### config.mk
export PLATFORM = sky130hd
export DESIGN_NAME = coin_acceptor_multi_flat
export DESIGN_NICKNAME = d
export VERILOG_FILES = /design/src/rtl/coin_acceptor_multi_if.sv /design/src/rtl/coin_acceptor_multi.sv /design/src/flat_wrapper.sv
export SDC_FILE = /design/constraint.sdc
export NUM_CORES = 1
export LEC_CHECK = 0
export BUFFER_PORTS_ARGS = -buffer_cell sky130_fd_sc_hd__buf_2
export CELL_PAD_IN_SITES_DETAIL_PLACEMENT = 1
export CELL_PAD_IN_SITES_GLOBAL_PLACEMENT = 2
export CORE_MARGIN = 4
export CORE_UTILIZATION = 30
export DETAILED_ROUTE_END_ITERATION = 10
export PLACE_DENSITY = 0.77
export SLEW_MARGIN = 20
export SYNTH_ARGS = -nofsm -noshare
export SYNTH_HDL_FRONTEND = slang
export SYNTH_SLANG_ARGS = --single-unit
### constraint.sdc
create_clock -name clk -period 3.27 [get_ports clk]
set_clock_uncertainty 0.2 [all_clocks]
set_input_delay 0.654 -clock clk [delete_from_list [all_inputs] [get_ports clk]]
set_output_delay 0.654 -clock clk [all_outputs]
set_load 0.005 [all_outputs]
### src/rtl/coin_acceptor_multi_if.sv
// Coin acceptor bus: coin/cancel keys in, credit/vend/reject/refund out.
// master drives the keys; slave is the acceptor.
interface coin_acceptor_multi_if #(
    parameter int NUM_COINS = 2,
    parameter int CREDIT_W  = 8,
    parameter int COUNT_W   = 8
);
    logic [NUM_COINS-1:0] key;
    logic                 key_cancel;
    logic [COUNT_W-1:0]   leds;
    logic [CREDIT_W-1:0]  credit;
    logic                 vend;
    logic                 reject;
    logic                 refund_valid;
    logic [CREDIT_W-1:0]  refund_amt;

    modport master (
        output key, key_cancel,
        input  leds, credit, vend, reject,
        input  refund_valid, refund_amt
    );

    modport slave (
        input  key, key_cancel,
        output leds, credit, vend, reject,
        output refund_valid, refund_amt
    );
endinterface

### src/rtl/coin_acceptor_multi.sv
// Multi-coin credit accumulator / vender with vend counter and reject.
// Ports: clk, rst (async high), bus (slave): key[], key_cancel in;
// leds, credit, vend, reject, refund_valid, refund_amt out.
// Optional macro REFUND_EN enables the cancel/refund path.
module coin_acceptor_multi #(
    parameter int NUM_COINS = 2,
    parameter int COIN0_VAL = 5,
    parameter int COIN1_VAL = 10,
    parameter int COIN2_VAL = 25,
    parameter int COIN3_VAL = 50,
    parameter int PRICE     = 20,
    parameter int CREDIT_W  = 8,
    parameter int COUNT_W   = 8
) (
    input logic                   clk,
    input logic                   rst,
    coin_acceptor_multi_if.slave  bus
);

    typedef enum logic {IDLE, HELD} state_t;

    localparam logic [CREDIT_W-1:0] PRICE_C = CREDIT_W'(PRICE);
    localparam logic [3:0][CREDIT_W-1:0] VALS = {
        CREDIT_W'(COIN3_VAL), CREDIT_W'(COIN2_VAL),
        CREDIT_W'(COIN1_VAL), CREDIT_W'(COIN0_VAL)
    };

    state_t state_q, state_d;

    logic [NUM_COINS-1:0] ks1, ks2, p;
    logic                 pc;

    logic [CREDIT_W-1:0] credit_q, credit_d;
    logic [COUNT_W-1:0]  leds_q, leds_d;
    logic                vend_q, vend_d;
    logic                reject_q, reject_d;

    logic [CREDIT_W-1:0] coin_v;
    logic [CREDIT_W:0]   sum;
    logic [2:0]          npress;
    logic                can_vend, one_coin, multi;

    // released keys are high, so the synchroniser resets to all ones
    always_ff @(posedge clk or posedge rst) begin
        if (rst) begin
            ks1 <= '1;
            ks2 <= '1;
        end else begin
            ks1 <= bus.key;
            ks2 <= ks1;
        end
    end

    assign p = ~ks2;

`ifdef REFUND_EN
    logic cs1, cs2;
    logic cancel_only;
    logic                rv_q, rv_d;
    logic [CREDIT_W-1:0] ramt_q, ramt_d;

    always_ff @(posedge clk or posedge rst) begin
        if (rst) begin
            cs1 <= 1'b1;
            cs2 <= 1'b1;
        end else begin
            cs1 <= bus.key_cancel;
            cs2 <= cs1;
        end
    end

    assign pc          = ~cs2;
    assign cancel_only = pc && (p == '0);
`else
    assign pc = 1'b0;
`endif

    always_comb begin
        npress = {2'b00, pc};
        coin_v = '0;
        for (int i = 0; i < NUM_COINS; i++) begin
            npress = npress + {2'b00, p[i]};
            if (p[i]) coin_v = coin_v | VALS[i];
        end
    end

    // overflow shows up in the extra top bit
    assign sum      = {1'b0, credit_q} + {1'b0, coin_v};
    assign can_vend = credit_q >= PRICE_C;
    assign one_coin = (npress == 3'd1) && !pc;
    assign multi    = npress >= 3'd2;

    always_comb begin
        state_d  = state_q;
        credit_d = credit_q;
        leds_d   = leds_q;
        vend_d   = 1'b0;
        reject_d = 1'b0;
`ifdef REFUND_EN
        rv_d     = 1'b0;
        ramt_d   = ramt_q;
`endif
        unique case (state_q)
            IDLE: begin
                unique case (1'b1)
                    can_vend: begin
                        credit_d = credit_q - PRICE_C;
                        leds_d   = leds_q + COUNT_W'(1);
                        vend_d   = 1'b1;
                    end
                    one_coin: begin
                        if (!sum[CREDIT_W]) credit_d = sum[CREDIT_W-1:0];
                        else reject_d = 1'b1;
                        state_d = HELD;
                    end
                    multi: begin
                        reject_d = 1'b1;
                        state_d  = HELD;
                    end
`ifdef REFUND_EN
                    cancel_only: begin
                        ramt_d   = credit_q;
                        rv_d     = 1'b1;
                        credit_d = '0;
                        state_d  = HELD;
                    end
`endif
                    default: ;
                endcase
            end
            HELD: begin
                if (p == '0 && !pc) state_d = IDLE;
            end
            default: state_d = IDLE;
        endcase
    end

    always_ff @(posedge clk or posedge rst) begin
        if (rst) begin
            state_q  <= IDLE;
            credit_q <= '0;
            leds_q   <= '0;
            vend_q   <= 1'b0;
            reject_q <= 1'b0;
        end else begin
            state_q  <= state_d;
            credit_q <= credit_d;
            leds_q   <= leds_d;
            vend_q   <= vend_d;
            reject_q <= reject_d;
        end
    end

`ifdef REFUND_EN
    always_ff @(posedge clk or posedge rst) begin
        if (rst) begin
            rv_q   <= 1'b0;
            ramt_q <= '0;
        end else begin
            rv_q   <= rv_d;
            ramt_q <= ramt_d;
        end
    end

    assign bus.refund_valid = rv_q;
    assign bus.refund_amt   = ramt_q;
`else
    assign bus.refund_valid = 1'b0;
    assign bus.refund_amt   = '0;
`endif

    assign bus.credit = credit_q;
    assign bus.leds   = leds_q;
    assign bus.vend   = vend_q;
    assign bus.reject = reject_q;

endmodule
### src/flat_wrapper.sv
// flat-port wrapper written by rule: the top's interface ports become plain ports
module coin_acceptor_multi_flat 
#(
    parameter int NUM_COINS = 2,
    parameter int COIN0_VAL = 5,
    parameter int COIN1_VAL = 10,
    parameter int COIN2_VAL = 25,
    parameter int COIN3_VAL = 50,
    parameter int PRICE     = 20,
    parameter int CREDIT_W  = 8,
    parameter int COUNT_W   = 8
)
  (clk, rst, bus_key, bus_key_cancel, bus_leds, bus_credit, bus_vend, bus_reject, bus_refund_valid, bus_refund_amt);
  coin_acceptor_multi_if #(.NUM_COINS(NUM_COINS), .CREDIT_W(CREDIT_W), .COUNT_W(COUNT_W)) bus_i ();
  input logic clk;
  input logic rst;
  input wire logic [$bits(bus_i.key)-1:0] bus_key;
  input wire logic [$bits(bus_i.key_cancel)-1:0] bus_key_cancel;
  output wire logic [$bits(bus_i.leds)-1:0] bus_leds;
  output wire logic [$bits(bus_i.credit)-1:0] bus_credit;
  output wire logic [$bits(bus_i.vend)-1:0] bus_vend;
  output wire logic [$bits(bus_i.reject)-1:0] bus_reject;
  output wire logic [$bits(bus_i.refund_valid)-1:0] bus_refund_valid;
  output wire logic [$bits(bus_i.refund_amt)-1:0] bus_refund_amt;
  assign bus_i.key = bus_key;
  assign bus_i.key_cancel = bus_key_cancel;
  assign bus_leds = bus_i.leds;
  assign bus_credit = bus_i.credit;
  assign bus_vend = bus_i.vend;
  assign bus_reject = bus_i.reject;
  assign bus_refund_valid = bus_i.refund_valid;
  assign bus_refund_amt = bus_i.refund_amt;
  coin_acceptor_multi #(.NUM_COINS(NUM_COINS), .COIN0_VAL(COIN0_VAL), .COIN1_VAL(COIN1_VAL), .COIN2_VAL(COIN2_VAL), .COIN3_VAL(COIN3_VAL), .PRICE(PRICE), .CREDIT_W(CREDIT_W), .COUNT_W(COUNT_W)) u_core (.clk(clk), .rst(rst), .bus(bus_i));
endmodule
-- Yosys cells after proc, flatten, opt, wreduce, memory -nomap -nowiden
Cells that the tools add are included.
W data, S select, Z words.
- bitwise gates (word level): 2
- muxes and demuxes: 12
- eq/ne operators: 2
- $add $sub $neg: 4
- reductions and logical operators: 5
- $lt $le $gt $ge: 2
- operators by type and width (kind ; number):
    $pmux W8 S2 ; 1
    $add A8 B4 Y9 ; 1
    $add A8 B1 Y8 const B ; 1
    $ge A8 B5 Y1 const B ; 1
    $mux W8 ; 1
    $sub A8 B5 Y8 const B ; 1
    $mux W1 ; 6
    $mux W4 ; 1
    $pmux W1 S2 ; 2
    $eq A3 B1 Y1 const B ; 1
    $ge A3 B2 Y1 const B ; 1
    $mux W3 ; 1
    $reduce_and A3 Y1 ; 1
    $add A1 B1 Y2 ; 1
    $logic_not A2 Y1 ; 1
    $ne A2 B2 Y1 const B ; 1
    $not A2 Y2 ; 1
    $reduce_and A2 Y1 ; 1
    $reduce_bool A2 Y1 ; 1
    $reduce_or A2 Y1 ; 1
    $not A1 Y1 ; 1
- register bits after elaboration: 23
- input bits: 5

-- Depth between registers and ports, before layout
- depth after elaboration: 7
- depth in mapped cells: 9
- depth with buffers taken out: 9

-- Worst setup path after synthesis
Ideal clock, no wire load.
- path kind: reg-to-reg
- start: register u_core.ks2[0]
- end: register u_core.credit_q[0] (netlist: u_core.bus.credit[0])
- buffers on the path: 0
- data required time: 2.942 ns
- slack: 0.954 ns
- clock period less this slack: 2.316 ns
- cell stages (with the launch flop): 10
- data arrival time: 1.989 ns
- cells stage by stage: dfstp_2 inv_1 ha_1 inv_1 fa_1 nor2b_1 o31ai_2 or2_1 nand3b_1 mux2_1
- cells in the longest elaborated chain, start to end: 6
- elaborated cells between the ends (all ways): 11
- those cells by class: add/sub: 2; eq/ne: 2; mux: 4; bitwise: 1; reduce/logical: 2
- RTL lines (element ; RTL line ; text):
    from (decl) ; coin_acceptor_multi.sv:30 ; logic [NUM_COINS-1:0] ks1, ks2, p;
    from (signal assigned) ; coin_acceptor_multi.sv:50 ; ks2 <= ks1;
    $not A2 Y2 (*) ; coin_acceptor_multi.sv:54 ; assign p = ~ks2;
    $mux W3 ; coin_acceptor_multi.sv:83 ; if (p[i]) coin_v = coin_v | VALS[i];
    $mux W4 ; coin_acceptor_multi.sv:83 ;
    $add A8 B4 Y9 ; coin_acceptor_multi.sv:88 ; assign sum = {1'b0, credit_q} + {1'b0, coin_v};
    $mux W8 / $ne A2 B2 Y1 (equally long branches) ; n/a ;
    $pmux W8 S2 / $reduce_and A3 Y1 (equally long branches) ; n/a ;
    to (signal assigned) ; coin_acceptor_multi.sv:147 ; credit_q <= credit_d;
    to (decl) ; coin_acceptor_multi.sv:33 ; logic [CREDIT_W-1:0] credit_q, credit_d;
Every way passes the cells marked *; elsewhere a longest branch is shown, timed or not. The select of a mux whose other input is x is not followed.
A chain may end at the register's enable or synchronous reset.

-- Final worst setup path
- start: register u_core.ks2[1]
- end: register u_core.credit_q[0] (netlist: u_core.bus.credit[0])
- cells in the longest elaborated chain, start to end: 5
- elaborated cells between the ends (all ways): 9
- those cells by class: add/sub: 2; eq/ne: 2; mux: 2; bitwise: 1; reduce/logical: 2
- RTL lines (element ; RTL line):
    $not A2 Y2 (*) ; coin_acceptor_multi.sv:54
    $mux W4 / $add A1 B1 Y2 (equally long branches) ; coin_acceptor_multi.sv:83, coin_acceptor_multi.sv:82
    $add A8 B4 Y9 / $eq A3 B1 Y1 (equally long branches) ; coin_acceptor_multi.sv:88, coin_acceptor_multi.sv:90
    $ne A2 B2 Y1 (no line) / $reduce_bool A2 Y1 (equally long branches) ; n/a
    $reduce_and A3 Y1 (no line) ; n/a
Every way passes the cells marked *; elsewhere a longest branch is shown, timed or not.

==> results.md <==
* DR WL/cell at approximately 15 um
* Final setup TNS at 0 ns
* Initial antenna violation count at 0
* CTS H-Tree Depth at 1
* Num CTS Buffers at 3
* Clk_lat worst skew at 0.27 ns
* Synth Area in Compound Gates at between 10 and 15%
* Rel. slew slack at between 30% and 40%
* I/O pin count at 32
* CP Class: flip-flop to flip-flop
* Power Total at ~1.2 mW
* # rows at 24
* Startpoint Class: flip-flop
* CP max FO at 15
* First-pass GRT wire length at roughly 5300 um
* Core box area at about 4400 um^2
* Total Wirelength at between 2000 and 3000 um
* Largest net degree at the start of global routing at 24
* Largest family of logic cells by synthesized area: simple AND/OR/NAND/NOR gates
* Critical Path End: u_core.bus.credit[0]
* Period utilization at 81.05%
* Root Buffer Master: clkbuf_8
* CTS Buffer Depth at 2
* Die height at around 76 um
* Final-report max-slew violation count at 0
* Synth top cells by count: dfrtp_1 (19), ha_1 (10), buf_4 (9), inv_1 (9), nor2_1 (9)
* Final Hold Fails at 0
* Post-synthesis simple-gate area fraction at 15.16%
* P_leak at around 0.74 nW
* Vias in the first global route at between 1000 and 1500
* Final setup viols at 0
* Worst-margin pin slew at roughly 0.90 ns
* Synth Register Bits at 23
* Register area share after synthesis at 41.61%
* P&R area growth vs syn at 11.30%
* # hold bufs at CTS at 0
* Layout Cells excl Fill at approximately 200
* Layout cell share with drive strength beyond 1 at 26.17%
* Reg2reg end: u_core.bus.credit[0]
* Initial Util at roughly a third
* GP Congestion at ~0.8
* Post-CTS Setup Bufs at 0
* Synth Area in XOR/XNOR at ~5.7%
* Post-synth EDFFs at 0
* Worst Path Required at approximately 3.2 ns
* Asr flop ratio synth at 100.0%
* Ys Warns at 0
* Critical Path Start: u_core.ks2[1]
* VDD IR max at just under 0.4 mV
* Post-Syn Instances at between 100 and 150
* Final min period at approximately 2.7 ns
* Placed cells at 197
* Status: finished, final reports clean
* Aggregate global-route resource usage at 10.78%
* PortBufs at 21
* Initial DRT Pass Iterations at 4
* Placed Area at around 1500 um^2
* R2r setup slk at 0.62 ns
* TritonCTS clock tree: yes
* Yosys cell types at 47
* Nets at 166
* Synth top area share at 34.08%
* Clock sink count at 23
* DRT iter0 DRCs at 60
* DRC at 0
* Worst Hold Launch: u_core.ks1[1]
* Antenna Nets Post-Route at 0
* Synthesized-area fraction occupied by adder cells at 10.40%
* Number of inserted diodes at 0
* Synth top area cells: dfrtp_1 (34%), ha_1 (9.0%), dfstp_2 (7.5%)
* Pwr Density at between 700 and 800 nW/um^2
* Fmax at roughly 380 MHz
* Cell area after layout at ~1600 um^2
* Clk slew on worst S/H paths at 0.09 ns
* Total grt overflow at 0
* RSZ-0062 raised after global routing: false
* R2R cell count at 7
* Main flop type after synthesis: dfrtp_1
* DIE WIDTH at 76.20 um
* DP HPWL at roughly 2300 um
* Max_cap viols at 0
* Vias at 1023
* CP Capture Type: flip-flop
* Mux contribution to synthesized area at under 10%
* Post-CTS resize count at 0
* Worst hold-check path type: flip-flop to flip-flop
* Most common cell in the netlist: dfrtp_1
* Vias per cell at between 5 and 6
* Critical R2R Launch: u_core.ks2[1]
* Cell area after synthesis at about 1400 um^2
* Crit path DAT at between 2 and 3 ns
* Synth area leader: dfrtp_1
* Area of the die at just under 6000 um^2
* Avg Synthesized Cell Area at approximately 11 um^2
==> how the worst min path moves through the flow <==
stage                     to  slack [ns]  depth (start not counted)
5_1_grt        u_core.ks2[1]        0.17                          0
4_1_cts        u_core.ks2[0]        0.16                          0
3_5_place_dp   u_core.ks2[0]        0.15                          0
6_report       u_core.ks2[1]        0.16                          0
2_1_floorplan  u_core.ks2[0]        0.15                          0
3_3_place_gp   u_core.ks2[0]        0.15                          0
==> area by class of cell <==
type / instances / area [um^2]
Multi-Input combinational cell: 92 / 719.4
Clock buffer: 3 / 41.29
Sequential cell: 23 / 580.6
Clock inverter: 1 / 7.507
Timing Repair Buffer: 21 / 105.1
Fill cell: 509 / 2861
Tap cell: 52 / 65.06
Inverter: 9 / 33.78
==> power breakdown <==
group          total, mW  switching, mW  leakage [nW]  internal (mW)
logic              0.497          0.268         0.438          0.229
registers          0.491          0.123         0.280          0.368
clock network      0.183         0.0971        0.0217         0.0862
total               1.17          0.487         0.739          0.684
==> worst max-delay path: stages (launching register included) <==
cell,delay [ns]
dfstp_2,0.58
inv_1,0.09
ha_1,0.59
o21a_1,0.20
o31ai_2,0.10
or2_1,0.26
nand3b_1,0.15
mux2_1,0.35
==> routing by layer <==
metal	wire, um	global-route usage (%)
met4	14	1.573
met3	173	3.191
met1	1364	13.69
met5	0	0
met2	1440	18.41
==> cell families after synthesis <==
logic type | count (synthesis)
simple gates | 35
flops | 23
fa+ha+maj | 11
other cells | 1
compound gates | 23
buf+inv | 20
mux | 5
xor+xnor | 9
==> state kept, by name, indices dropped and copies added, names as in the netlist <==
name	flops
u_core.bus.reject	1
u_core.ks2	2
u_core.bus.vend	1
u_core.bus.credit	8
u_core.state_q	1
u_core.ks1	2
u_core.bus.leds	8
==> placed cells by master, fill, tap and decap left out, types with 2 or more instances in the layout <==
master,count
a211oi_1,2
a21oi_1,3
buf_2,21
clkbuf_8,3
conb_1,9
dfrtp_1,19
dfstp_2,4
ha_1,10
inv_1,9
mux2_1,3
mux2i_1,2
nand2_1,4
nand3_1,3
nand3_2,2
nand4_1,2
nor2_1,9
nor2b_1,2
nor3_1,2
o21a_1,2
o21ai_1,4
xnor2_1,5
xor2_1,4
==> per-stage QoR <==
step	hold slack [ns]	worst slack, ns	utilization, %
floorplan	0.1452	0.9536	-
global placement	0.1458	0.6892	34.07
detailed placement	0.1490	0.6116	34.07
CTS	0.1623	0.6080	35.18
global route	0.1672	0.4582	35.18
finish	0.1608	0.6197	35.18
(Power assumes the default switching activity.)
